===== config.mk =====
export PLATFORM = sky130hd
export DESIGN_NAME = iob_l2_req_arbiter_flat
export DESIGN_NICKNAME = d
export VERILOG_FILES = /design/src/rtl/iob_l2_req_arbiter_pkg.sv /design/src/rtl/iob_l2_req_arbiter_if.sv /design/src/rtl/iob_l2_req_arbiter_rd_id_fifo.sv /design/src/rtl/iob_l2_req_arbiter.sv /design/src/flat_wrapper.sv
export SDC_FILE = /design/constraint.sdc
export NUM_CORES = 1
export LEC_CHECK = 0
export CAP_MARGIN = 25
export CORE_AREA = 2 2 120 122
export DETAILED_ROUTE_END_ITERATION = 7
export DIE_AREA = 0 0 122 124
export GPL_TIMING_DRIVEN = 0
export HOLD_SLACK_MARGIN = 0.1
export RECOVER_POWER = 25
export SLEW_MARGIN = 20
export SYNTH_ARGS = -nofsm -noshare
export SYNTH_HDL_FRONTEND = slang
export SYNTH_SLANG_ARGS = --single-unit

===== constraint.sdc =====
create_clock -name clk_i -period 4.63 [get_ports clk_i]
set_input_delay 0.926 -clock clk_i [delete_from_list [all_inputs] [get_ports clk_i]]
set_output_delay 0.926 -clock clk_i [all_outputs]
set_load 0.02 [all_outputs]

===== src/rtl/iob_l2_req_arbiter_pkg.sv =====
`default_nettype none
// ============================================================================
//  Module      : iob_l2_req_arbiter_pkg
//  Description : Shared types and constants for the two-master native-IOb
//                L2 request arbiter: FSM state encoding and master IDs.
//  Contents    : arb_state_t  - arbiter FSM states (IDLE / LOCK / INV)
//                MST_I, MST_D - master IDs (instruction = 0, data = 1)
//                other_master - returns the master that is not the argument
//  Revision    : 1.0 - initial release
// ============================================================================
package iob_l2_req_arbiter_pkg;

    typedef enum logic [1:0] {
        ST_IDLE = 2'd0,
        ST_LOCK = 2'd1,
        ST_INV  = 2'd2
    } arb_state_t;

    localparam logic MST_I = 1'b0;
    localparam logic MST_D = 1'b1;

    function automatic logic other_master(input logic m);
        return ~m;
    endfunction

endpackage
`default_nettype wire


===== src/rtl/iob_l2_req_arbiter_if.sv =====
`default_nettype none
// ============================================================================
//  Module      : iob_l2_req_arbiter_if
//  Description : Native-IOb bus bundle, N lanes wide (lane k occupies slice
//                k of every field). The masters' side of the arbiter uses
//                N=2, the L2 side uses N=1.
//  Signals     : avalid / addr / wdata / wstrb - request (master drives)
//                ready / rvalid / rdata         - response (slave drives)
//  Modports    : master - request issuer
//                slave  - request acceptor
//  Revision    : 1.0 - initial release
// ============================================================================
interface iob_l2_req_arbiter_if #(
    parameter int N      = 1,
    parameter int ADDR_W = 30,
    parameter int DATA_W = 32
) ();
    logic [N-1:0]            avalid;
    logic [N*ADDR_W-1:0]     addr;
    logic [N*DATA_W-1:0]     wdata;
    logic [N*(DATA_W/8)-1:0] wstrb;
    logic [N-1:0]            ready;
    logic [N-1:0]            rvalid;
    logic [N*DATA_W-1:0]     rdata;

    modport master (
        output avalid, addr, wdata, wstrb,
        input  ready, rvalid, rdata
    );

    modport slave (
        input  avalid, addr, wdata, wstrb,
        output ready, rvalid, rdata
    );
endinterface
`default_nettype wire


===== src/rtl/iob_l2_req_arbiter_rd_id_fifo.sv =====
`default_nettype none
// ============================================================================
//  Module      : iob_rd_id_fifo
//  Description : Synchronous 1-bit wide FIFO, 2**DEPTH_W entries, holding the
//                master ID of every read accepted by the L2 so responses can
//                be routed back in issue order.
//  Ports       : clk, rst      - clock, synchronous active-high reset (flush)
//                push, din     - enqueue din
//                pop, dout     - dequeue; dout is the current head
//                full, empty   - occupancy flags
//                count         - number of stored entries
//  Notes       : push and pop in the same cycle are allowed, also when full.
//  Revision    : 1.0 - initial release
// ============================================================================
module iob_rd_id_fifo
    import iob_l2_req_arbiter_pkg::*;
#(
    parameter int DEPTH_W = 2
) (
    input  wire logic             clk,
    input  wire logic             rst,
    input  wire logic             push,
    input  wire logic             din,
    input  wire logic             pop,
    output logic                  dout,
    output logic                  full,
    output logic                  empty,
    output logic [DEPTH_W:0]      count
);
    localparam int               c_depth     = 2 ** DEPTH_W;
    localparam logic [DEPTH_W:0] c_depth_cnt = (DEPTH_W + 1)'(c_depth);

    logic                r_mem [c_depth];
    logic [DEPTH_W-1:0]  r_wptr;
    logic [DEPTH_W-1:0]  r_rptr;
    logic [DEPTH_W:0]    r_count;
    logic                w_do_push;
    logic                w_do_pop;

    // A push into a full FIFO is only legal when the head leaves in the same
    // cycle; the write then lands in the slot being vacated.
    assign w_do_push = push & (~full | pop);
    assign w_do_pop  = pop & ~empty;

    assign full  = (r_count == c_depth_cnt);
    assign empty = (r_count == '0);
    assign count = r_count;
    assign dout  = r_mem[r_rptr];

    always_ff @(posedge clk) begin
        if (rst) begin
            r_wptr  <= '0;
            r_rptr  <= '0;
            r_count <= '0;
        end else begin
            if (w_do_push) r_wptr <= r_wptr + 1'b1;
            if (w_do_pop)  r_rptr <= r_rptr + 1'b1;
            case ({w_do_push, w_do_pop})
                2'b10:   r_count <= r_count + 1'b1;
                2'b01:   r_count <= r_count - 1'b1;
                default: r_count <= r_count;
            endcase
        end
    end

    // Storage needs no reset: the pointers define what is valid.
    always_ff @(posedge clk) begin
        if (w_do_push) r_mem[r_wptr] <= din;
    end

endmodule
`default_nettype wire


===== src/rtl/iob_l2_req_arbiter.sv =====
`default_nettype none
// ============================================================================
//  Module      : iob_l2_req_arbiter
//  Description : Shares one native-IOb L2 front-end between master 0
//                (instruction path) and master 1 (data path). Round-robin
//                grant with lock until accepted, in-order read response
//                routing, and invalidate sequencing that waits for an idle
//                bus with all reads drained.
//  Ports       : clk_i, cke_i, rst_i - clock, clock enable, sync reset
//                m_bus  (slave,  N=2) - the two requesters
//                s_bus  (master, N=1) - towards the L2 cache
//                inv_req_i            - invalidate request pulse
//                inv_o                - one-cycle invalidate strobe to L2
//                busy_o               - invalidate pending/issuing, LOCK, or
//                                       reads outstanding
//                err_o                - sticky: read data seen with no
//                                       outstanding read
//  Revision    : 1.0 - initial release
// ============================================================================
module iob_l2_req_arbiter
    import iob_l2_req_arbiter_pkg::*;
#(
    parameter int ADDR_W  = 30,
    parameter int DATA_W  = 32,
    parameter int OUTST_W = 2
) (
    input  wire logic             clk_i,
    input  wire logic             cke_i,
    input  wire logic             rst_i,
    iob_l2_req_arbiter_if.slave   m_bus,
    iob_l2_req_arbiter_if.master  s_bus,
    input  wire logic             inv_req_i,
    output logic                  inv_o,
    output logic                  busy_o,
    output logic                  err_o
);
    localparam int STRB_W = DATA_W / 8;

    arb_state_t          r_state;
    logic                r_owner;
    logic                r_prio;
    logic                r_inv_pend;
    logic                r_inv;
    logic                r_err;

    logic                w_run;
    logic                w_grant_vld;
    logic                w_grant_id;
    logic [1:0]          w_grant_oh;
    logic [ADDR_W-1:0]   w_sel_addr;
    logic [DATA_W-1:0]   w_sel_wdata;
    logic [STRB_W-1:0]   w_sel_wstrb;
    logic                w_accept;
    logic                w_push;
    logic                w_rvalid;
    logic                w_pop;
    logic                w_orphan;
    logic                w_drained;

    logic                w_fifo_head;
    logic                w_fifo_full;
    logic                w_fifo_empty;
    logic [OUTST_W:0]    w_fifo_count;

    // Combinational outputs are suppressed while in reset or clock-gated so
    // nothing is accepted that the state registers would fail to record.
    assign w_run = cke_i & ~rst_i;

    // ------------------------------------------------------------------
    // Grant selection
    // ------------------------------------------------------------------
    always_comb begin
        w_grant_vld = 1'b0;
        w_grant_id  = r_prio;
        if (w_run) begin
            if (r_state == ST_LOCK) begin
                w_grant_vld = 1'b1;
                w_grant_id  = r_owner;
            end else if (r_state == ST_IDLE && !r_inv_pend && !w_fifo_full) begin
                case (m_bus.avalid)
                    2'b11: begin
                        w_grant_vld = 1'b1;
                        w_grant_id  = r_prio;
                    end
                    2'b01: begin
                        w_grant_vld = 1'b1;
                        w_grant_id  = MST_I;
                    end
                    2'b10: begin
                        w_grant_vld = 1'b1;
                        w_grant_id  = MST_D;
                    end
                    default: begin
                        w_grant_vld = 1'b0;
                        w_grant_id  = r_prio;
                    end
                endcase
            end
        end
    end

    assign w_grant_oh = !w_grant_vld ? 2'b00 :
                        (w_grant_id == MST_D) ? 2'b10 : 2'b01;

    // ------------------------------------------------------------------
    // Request path: mux of the granted master, zero when nobody owns it
    // ------------------------------------------------------------------
    assign w_sel_addr  = (w_grant_id == MST_D) ? m_bus.addr[2*ADDR_W-1:ADDR_W]
                                               : m_bus.addr[ADDR_W-1:0];
    assign w_sel_wdata = (w_grant_id == MST_D) ? m_bus.wdata[2*DATA_W-1:DATA_W]
                                               : m_bus.wdata[DATA_W-1:0];
    assign w_sel_wstrb = (w_grant_id == MST_D) ? m_bus.wstrb[2*STRB_W-1:STRB_W]
                                               : m_bus.wstrb[STRB_W-1:0];

    assign s_bus.avalid = w_grant_vld;
    assign s_bus.addr   = w_grant_vld ? w_sel_addr  : '0;
    assign s_bus.wdata  = w_grant_vld ? w_sel_wdata : '0;
    assign s_bus.wstrb  = w_grant_vld ? w_sel_wstrb : '0;
    assign m_bus.ready  = w_grant_oh & {2{s_bus.ready[0]}};

    assign w_accept = w_grant_vld & s_bus.ready[0];
    assign w_push   = w_accept & (w_sel_wstrb == '0);

    // ------------------------------------------------------------------
    // Response path: head of the ID FIFO steers read data
    // ------------------------------------------------------------------
    assign w_rvalid = s_bus.rvalid[0] & w_run;
    assign w_pop    = w_rvalid & ~w_fifo_empty;
    assign w_orphan = w_rvalid & w_fifo_empty;

    assign m_bus.rvalid = !w_pop ? 2'b00 :
                          (w_fifo_head == MST_D) ? 2'b10 : 2'b01;
    assign m_bus.rdata  = {2{s_bus.rdata}};

    // The last outstanding read draining this cycle lets the invalidate
    // fire on the very next cycle. No push can coincide: a pending
    // invalidate blocks every grant in IDLE.
    assign w_drained = w_fifo_empty |
                       ((w_fifo_count == (OUTST_W + 1)'(1)) & w_pop & ~w_push);

    iob_rd_id_fifo #(
        .DEPTH_W (OUTST_W)
    ) u_rd_id_fifo (
        .clk   (clk_i),
        .rst   (rst_i),
        .push  (w_push),
        .din   (w_grant_id),
        .pop   (w_pop),
        .dout  (w_fifo_head),
        .full  (w_fifo_full),
        .empty (w_fifo_empty),
        .count (w_fifo_count)
    );

    // ------------------------------------------------------------------
    // FSM, priority, invalidate and error state
    // ------------------------------------------------------------------
    always_ff @(posedge clk_i) begin
        if (rst_i) begin
            r_state    <= ST_IDLE;
            r_owner    <= MST_I;
            r_prio     <= MST_I;
            r_inv_pend <= 1'b0;
            r_inv      <= 1'b0;
            r_err      <= 1'b0;
        end else if (cke_i) begin
            r_inv <= 1'b0;
            if (inv_req_i) r_inv_pend <= 1'b1;
            if (w_orphan)  r_err      <= 1'b1;
            if (w_accept)  r_prio     <= other_master(w_grant_id);

            unique case (r_state)
                ST_IDLE: begin
                    if (w_grant_vld) begin
                        if (!s_bus.ready[0]) begin
                            r_state <= ST_LOCK;
                            r_owner <= w_grant_id;
                        end
                    end else if (r_inv_pend && w_drained) begin
                        // Clearing here overrides a same-cycle inv_req_i,
                        // which therefore coalesces into this invalidate.
                        r_state    <= ST_INV;
                        r_inv      <= 1'b1;
                        r_inv_pend <= 1'b0;
                    end
                end
                ST_LOCK: begin
                    if (w_accept) r_state <= ST_IDLE;
                end
                ST_INV: begin
                    r_state <= ST_IDLE;
                end
                default: begin
                    r_state <= ST_IDLE;
                end
            endcase
        end
    end

    assign inv_o  = r_inv;
    assign err_o  = r_err;
    // The INV cycle itself still counts as invalidate activity.
    assign busy_o = r_inv_pend | (r_state != ST_IDLE) | ~w_fifo_empty;

endmodule
`default_nettype wire


===== src/flat_wrapper.sv =====
// flat-port wrapper written by rule: the top's interface ports become plain ports
module iob_l2_req_arbiter_flat import iob_l2_req_arbiter_pkg::*;
#(
    parameter int ADDR_W  = 30,
    parameter int DATA_W  = 32,
    parameter int OUTST_W = 2
)
  (clk_i, cke_i, rst_i, inv_req_i, inv_o, busy_o, err_o, m_bus_avalid, m_bus_addr, m_bus_wdata, m_bus_wstrb, m_bus_ready, m_bus_rvalid, m_bus_rdata, s_bus_avalid, s_bus_addr, s_bus_wdata, s_bus_wstrb, s_bus_ready, s_bus_rvalid, s_bus_rdata);
  iob_l2_req_arbiter_if #(.N(2), .ADDR_W(ADDR_W), .DATA_W(DATA_W)) m_bus_i ();
  iob_l2_req_arbiter_if #(.N(1), .ADDR_W(ADDR_W), .DATA_W(DATA_W)) s_bus_i ();
  input  wire logic clk_i;
  input  wire logic cke_i;
  input  wire logic rst_i;
  input  wire logic inv_req_i;
  output logic inv_o;
  output logic busy_o;
  output logic err_o;
  input wire logic [$bits(m_bus_i.avalid)-1:0] m_bus_avalid;
  input wire logic [$bits(m_bus_i.addr)-1:0] m_bus_addr;
  input wire logic [$bits(m_bus_i.wdata)-1:0] m_bus_wdata;
  input wire logic [$bits(m_bus_i.wstrb)-1:0] m_bus_wstrb;
  output wire logic [$bits(m_bus_i.ready)-1:0] m_bus_ready;
  output wire logic [$bits(m_bus_i.rvalid)-1:0] m_bus_rvalid;
  output wire logic [$bits(m_bus_i.rdata)-1:0] m_bus_rdata;
  output wire logic [$bits(s_bus_i.avalid)-1:0] s_bus_avalid;
  output wire logic [$bits(s_bus_i.addr)-1:0] s_bus_addr;
  output wire logic [$bits(s_bus_i.wdata)-1:0] s_bus_wdata;
  output wire logic [$bits(s_bus_i.wstrb)-1:0] s_bus_wstrb;
  input wire logic [$bits(s_bus_i.ready)-1:0] s_bus_ready;
  input wire logic [$bits(s_bus_i.rvalid)-1:0] s_bus_rvalid;
  input wire logic [$bits(s_bus_i.rdata)-1:0] s_bus_rdata;
  assign m_bus_i.avalid = m_bus_avalid;
  assign m_bus_i.addr = m_bus_addr;
  assign m_bus_i.wdata = m_bus_wdata;
  assign m_bus_i.wstrb = m_bus_wstrb;
  assign m_bus_ready = m_bus_i.ready;
  assign m_bus_rvalid = m_bus_i.rvalid;
  assign m_bus_rdata = m_bus_i.rdata;
  assign s_bus_avalid = s_bus_i.avalid;
  assign s_bus_addr = s_bus_i.addr;
  assign s_bus_wdata = s_bus_i.wdata;
  assign s_bus_wstrb = s_bus_i.wstrb;
  assign s_bus_i.ready = s_bus_ready;
  assign s_bus_i.rvalid = s_bus_rvalid;
  assign s_bus_i.rdata = s_bus_rdata;
  iob_l2_req_arbiter #(.ADDR_W(ADDR_W), .DATA_W(DATA_W), .OUTST_W(OUTST_W)) u_core (.clk_i(clk_i), .cke_i(cke_i), .rst_i(rst_i), .m_bus(m_bus_i), .s_bus(s_bus_i), .inv_req_i(inv_req_i), .inv_o(inv_o), .busy_o(busy_o), .err_o(err_o));
endmodule

==> run metrics, run 1 <==
Skew-Pair Late Insertion Delay 260 ps; fraction of the yosys area taken by sequential cells between 10% and 20%; ys flop type dfxtp_1; CP most frequent cell clkdlybuf4s50_1; fmax 0.220 GHz; Final setup violation count 0; Async SR Flop Fraction 0%; critical setup path kind input pin to output port; routability cong. 0.817; Clock Tree Root clkbuf_16; outcome complete, no violations; switching part of the total 32.6%; Yosys reg bits 20; RSZ-0062 raised after global routing true; Leakage around 0.0025 µW; Clock Power Share a little under a quarter; slowest CP cell clkdlybuf4s50_1; post-synth top area share 17.0%; final WL around 15000 µm; CP max FO 10; Synth Net Count just over 600; fin cells about 900; maximum buffer depth of the clock tree 2; CP delay by family, top buffers and inverters; Slew headroom between 60% and 70%; Flop pwr share a little over a fifth; Max Transition Viols Final 0; H-tree lvl count 1; Synth area leader buf_4; vias in the first global route between 4000 and 5000; Initial DRT Pass Iterations 4; Nets 907; mapped cell area 2870 µm²; combinational share of power 55.8%; most frequent cells in the layout clkdlybuf4s50_1, a21oi_1, buf_4; Worst Path Buf+Inv 4; Post-synth EDFFs 4; fin crit share a little over nine tenths; Worst Skew around 4.5 ps; DP Wirelength 12400 µm; Worst Slack Setup Final 82.7 ps; Tightest Hold Check Type register to register; Slew @ Worst Pin 497 ps; DR DRC count 0; first-pass GRT wire length 21600 µm; Synth area leaders buf_4, a21oi_1, o21ai_0; CP peak stage delay 640 ps; port bufs approximately 280; WL/cell 16.8 µm; Reg clk slew, reported paths 50 ps; WP data required 3700 ps; # IOs 310; most common cell after layout, fill and taps aside clkdlybuf4s50_1; starting density of the core between 20% and 30%; placed insts about 900; critical path launch point type input pin; fin crit period 4550 ps; gr ovfl total 0; core area 13700 µm²; full die area around 15000 µm²; Global Route Usage Sum 18.0%; Die W 122 µm; sw power 281 µW; Yosys cell types 47; max_cap viols 0; row count 43; pin count of the biggest net entering global routing 20; initial antenna violation count 0; fraction of layout instances using a drive strength above 1 around 14%; VDD IR max around 0.11 mV; Area growth syn-to-layout 111%; ANT cells 0; Die Span Y ~120 µm; Avg Inst Size Synth 6.52 µm²; CTS sink count 20; Avg Vias per Cell 4.67; initial drt markers 202; Power Density 143 nW/µm²; Setup crit end kind output port; Synth Instances between 400 and 500; YS warnings 0; Final Hold Violating Endpoints 0; Place WS -368 ps; DR vias between 4000 and 5000; total CTS buffers 3; remaining antenna violation count after routing 0; critical-path cell list clkdlybuf4s50_1 > or3b_1 > buf_2 > o22ai_4 > clkbuf_1 > o21ai_0 > a21oi_1 > clkdlybuf4s50_1; Cell Int Power ~580 µW; Critical Path AT 3620 ps; CTS tree yes
==> routing by layer <==
layer	GRT usage, %	up-vias	share of wire [%]
met4	2.95	0	0.76
met3	4.58	11	8.6
met5	0	-	0
met1	20.7	1947	38
met2	33.8	184	53
li1	-	2077	-
==> cell type report <==
type                            instances  area (µm²)
Fill cell                            1411        7680
Multi-Input combinational cell        302        1770
Sequential cell                        20         440
Clock buffer                            4        88.8
Buffer                                105         666
Tap cell                              180         225
Timing Repair Buffer                  281        2810
Inverter                               11        41.3
==> synth_stat cells, drive strengths merged (2+ instances only) <==
library cell  count
o21a              2
inv              11
a211oi            3
nand2b            5
edfxtp            4
nor4              2
clkbuf           33
o22ai             3
a21oi            79
nor3              6
xor2              3
a311oi            2
a311o             2
o211ai            2
and2              2
nor2             12
o21ai            70
buf              74
nand3            67
ha               11
nand3b            2
nand2             6
or4               4
dfxtp            16
a21boi            4
==> power by group through the flow <==
stage	sequential (µW)	combinational, µW	clock, µW
detailed placement	188	483	0
floorplan	188	216	0
CTS	185	487	203
finish	185	481	196
global route	186	513	211
global placement	188	479	0
==> cell families after synthesis <==
group	after synthesis	share of synthesized area, %
compound gates	171	32.4
buf+inv	118	24.2
simple gates	114	20.9
flops	20	15.4
fa+ha+maj	11	4.80
xor+xnor	4	1.22
mux	2	1.13
==> path summary, 6_finish.rpt <==
path	cells past startpoint	from	slack (ps)	end
setup / recovery	8	rst_i	80	s_bus_addr[2]
hold / removal	2	u_core.err_o	470	u_core.err_o
setup reg to reg	12	u_core.u_rd_id_fifo.count[0]	1280	u_core.u_rd_id_fifo.count[2]
hold reg to reg	2	u_core.err_o	470	u_core.err_o
==> tightest hold or removal path: cells and delay by family, from the launching register on <==
kind,cells,cell delay [ps]
and+or+nand+nor,1,70
DFF,1,320
AOI/OAI and AO/OA,1,40
==> through the flow <==
stage | cell area [µm²] | TNS [ps] | total power, µW | utilization (%) | hold slack, ps
2_1_floorplan | 2870 | 0 | 405 | - | 478
3_3_place_gp | 5870 | -14050 | 667 | 42.8 | 451
3_5_place_dp | 5870 | -14040 | 671 | 42.8 | 471
4_1_cts | 5970 | 0 | 874 | 43.5 | 484
5_1_grt | 6040 | -774 | 910 | 44.0 | 501
6_report | 6040 | 0 | 863 | 44.0 | 470
==> timing repair <==
item	CTS	global route
endpoints found under the setup margin	68	63
pin swaps	1	2
setup buffers	0	4
hold buffers	0	0
resized for setup	12	28
==> state kept, by name, indices dropped and copies added (netlist names), named ones only <==
name                        flops
u_core.u_rd_id_fifo.r_mem       4
u_core.u_rd_id_fifo.count       3
u_core.r_state                  2
u_core.u_rd_id_fifo.r_rptr      2
u_core.u_rd_id_fifo.r_wptr      2
u_core.err_o                    1
u_core.inv_o                    1
u_core.r_inv_pend               1
u_core.r_owner                  1
u_core.r_prio                   1
No activity file was read; power rests on OpenSTA's default activity.
==> inputs of run 2 (changes only) <==
--- a/config.mk
+++ b/config.mk
@@ -6,9 +6,10 @@
 export NUM_CORES = 1
 export LEC_CHECK = 0
 export CAP_MARGIN = 25
-export CORE_AREA = 2 2 120 122
+export CORE_AREA = 2 2 121 123
 export DETAILED_ROUTE_END_ITERATION = 7
-export DIE_AREA = 0 0 122 124
+export DIE_AREA = 0 0 123 125
+export DONT_BUFFER_PORTS = 1
 export GPL_TIMING_DRIVEN = 0
 export HOLD_SLACK_MARGIN = 0.1
 export RECOVER_POWER = 25
==> run 2 against run 1 <==
Via count fell by 21%. Non-clock buffer count is 280 lower. Flip-flop and latch count is the same. Clock-buffer cell count unchanged. Combinational power decreased by 49%. Clock power is 8% lower. Largest power group unchanged.
==> run metrics, run 2 (synthesis results as in run 1) <==
Global Route Usage Sum 16.0% (-2.0 points); setup TNS 0 ps (unchanged); Hold Path Stages 2 (unchanged); critical-path cell list inv_1 > ha_1 > buf_2 > a21oi_1 > nand2_1 > o22ai_2 > clkbuf_1 > o21ai_0 > a21oi_1; Slew @ Worst Pin 822 ps (+325 ps); post-cts sizing count 0 (-12); CP delay by family, top compound AO/OA/AOI/OAI gates; initial drt markers 295 (+46%); Initial DRT Pass Iterations 5 (+1); VDD IR max 0.104 mV (-7.3%); Multi-input gate area 1730 µm² (-2.0%); Max Transition Viols Final 0 (unchanged); fraction of layout instances using a drive strength above 1 9.71% (-4.4 points); Worst Slack Setup Final 284 ps (+201 ps); Die W 123 µm (+0.82%); CP max FO 10 (unchanged); Slew headroom 44.8% (-22 points); Die Span Y 125 µm (+0.81%); full die area 15400 µm² (+1.6%); CP peak stage delay 690 ps (+50 ps); reg2reg end u_core.u_rd_id_fifo.count[2]; Worst Path Buf+Inv 3 (-1); top layer in use met4; H-tree lvl count 1 (unchanged); met2 WL 5940 µm (-26%); starting density of the core 20.2% (-0.71 points); critical setup path kind register to output port; Worst Skew 4.93 ps (+0.439 ps); hold buffers post-CTS 0 (unchanged); Place WS 63.0 ps (+431 ps); ANT cells 0 (unchanged); DR DRC count 0 (unchanged); fin crit period 4350 ps (-201 ps); Nets 627 (-31%); pin count of the biggest net entering global routing 12 (-40%); Critical Path AT 3420 ps (-200 ps); final WL 13200 µm (-13%); register-to-register setup slack 1150 ps (-130 ps); Reg clk slew, reported paths 60 ps (about the same); remaining antenna violation count after routing 0 (unchanged); Avg Vias per Cell 5.30 (+14%); RR Startpoint u_core.u_rd_id_fifo.count[0]; filler cell count 1689 (+20%); Skew-Pair Late Insertion Delay 250 ps (about the same); Tightest Hold Check Type register to register; outcome complete, no violations; Setup crit end kind output port; total CTS buffers 3 (unchanged); RSZ-0062 raised after global routing false; maximum buffer depth of the clock tree 2 (unchanged); FF/Latch Area 440 µm² (unchanged); most flop-heavy register u_core.u_rd_id_fifo.r_mem; CTS tree yes; critical path launch point type register; core area 14200 µm² (+3.5%); Largest register FFs 4 (unchanged); gr ovfl total 0 (unchanged); fin crit share 93.9% (-4.4 points); row count 44 (+2.3%); Clock Tree Root clkbuf_16; CTS sink count 20 (unchanged); slowest CP cell clkbuf_1; initial antenna violation count 0 (unchanged); Power Density 201 nW/µm² (+41%); routability cong. 0.921 (+13%); Area growth syn-to-layout 5.93%; most frequent cells in the layout a21oi_1, clkbuf_1, o21ai_0; Leakage 0.00111 µW (-55%); Final Hold Violating Endpoints 0 (unchanged); Final setup violation count 0 (unchanged); metal1 wirelength 5740 µm (+0.77%); WL/cell 21.1 µm (+26%); DR vias 3325 (-21%); max_cap viols 0 (unchanged); routed wl met3 1130 µm (-13%); worst hold path endpoint u_core.r_owner; HP Start u_core.r_owner; vias in the first global route 2970 (-30%); # IOs 310 (unchanged); DP Wirelength 10700 µm (-14%); fmax 0.230 GHz (+4.6%); postcts setup bufs 0 (unchanged); CP most frequent cell a21oi_1; most common cell after layout, fill and taps aside a21oi_1; port bufs 0 (-100%); first-pass GRT wire length 18300 µm (-15%); R2R depth 12 (unchanged); WP data required 3700 ps (about the same)
run 2: changes by cell type in the layout (fill, tap and decap cells not counted), moves of 3 or more:
| cell | before | now |
|---|---|---|
| clkdlybuf4s50_1 | 235 | 0 |
| clkbuf_1 | 18 | 70 |
| buf_4 | 69 | 29 |
| dlygate4sd3_1 | 34 | 0 |
| clkbuf_2 | 13 | 0 |
| dlymetal6s2s_1 | 5 | 0 |
| dlygate4sd2_1 | 3 | 0 |
run 2: worst max-delay path by stage:
| stage | to | depth (start not counted) | from | slack (ps) |
|---|---|---|---|---|
| floorplan | s_bus_addr[21] | 9 | m_bus_avalid[0] | 1110 |
| global placement | s_bus_addr[23] | 9 | m_bus_avalid[0] | 80 |
| detailed placement | s_bus_addr[23] | 9 | m_bus_avalid[0] | 60 |
| CTS | s_bus_addr[23] | 9 | m_bus_avalid[0] | 70 |
| global route | s_bus_addr[23] | 9 | u_core.u_rd_id_fifo.count[0] | 120 |
| finish | s_bus_addr[26] | 9 | u_core.u_rd_id_fifo.count[0] | 280 |
run 2: report_power, final:
part / internal, µW / leakage (µW) / switching [µW] / total (µW)
logic: 65.7 / 0.000900 / 180 / 246
clock network: 117 / 0.0000382 / 62.7 / 180
registers: 181 / 0.000167 / 4.59 / 186
run 2: layer usage:
layer	track usage, %	vias to the layer above
met5	0	-
met4	5.48	0
met3	3.19	25
met2	24.1	241
met1	22.5	1546
li1	-	1513
run 2: final cells by class:
| class | instances | share of cell area (%) |
|---|---|---|
| Inverter | 11 | 1.36 |
| Buffer | 106 | 16.9 |
| Clock buffer | 4 | 2.59 |
| Tap cell | 184 | 7.58 |
| Sequential cell | 20 | 14.5 |
| Multi-Input combinational cell | 302 | 57.1 |
run 2: worst reg2reg max path, stage by stage (launching register included):
cell and delay [ps]:
dfxtp_1 390, inv_1 80, ha_1 200, buf_2 170, a21oi_1 220, nand2_1 110
o22ai_2 570, clkbuf_1 380, o21ai_1 210, and2_1 200, ha_1 350, or3_1 390
a21oi_1 140
run 2: metrics by stage:
stage | cells | hold slack (ps) | instance area [µm²] | total power, µW | util, %
4_1_cts | 628 | 503 | 3180 | 629 | 22.4
2_1_floorplan | 440 | 478 | 2870 | 405 | -
6_report | 627 | 504 | 3040 | 612 | 21.4
5_1_grt | 627 | 548 | 3040 | 642 | 21.4
3_5_place_dp | 624 | 495 | 3100 | 450 | 21.8
3_3_place_gp | 624 | 492 | 3100 | 449 | 21.8
==> inputs of run 3 (changes only) <==
--- a/config.mk
+++ b/config.mk
@@ -13,7 +13,7 @@
 export GPL_TIMING_DRIVEN = 0
 export HOLD_SLACK_MARGIN = 0.1
 export RECOVER_POWER = 25
-export SLEW_MARGIN = 20
+export SLEW_MARGIN = 15
 export SYNTH_ARGS = -nofsm -noshare
 export SYNTH_HDL_FRONTEND = slang
 export SYNTH_SLANG_ARGS = --single-unit
==> results of run 3 <==
Final layout, timing and power as in run 2 (identical DEF).
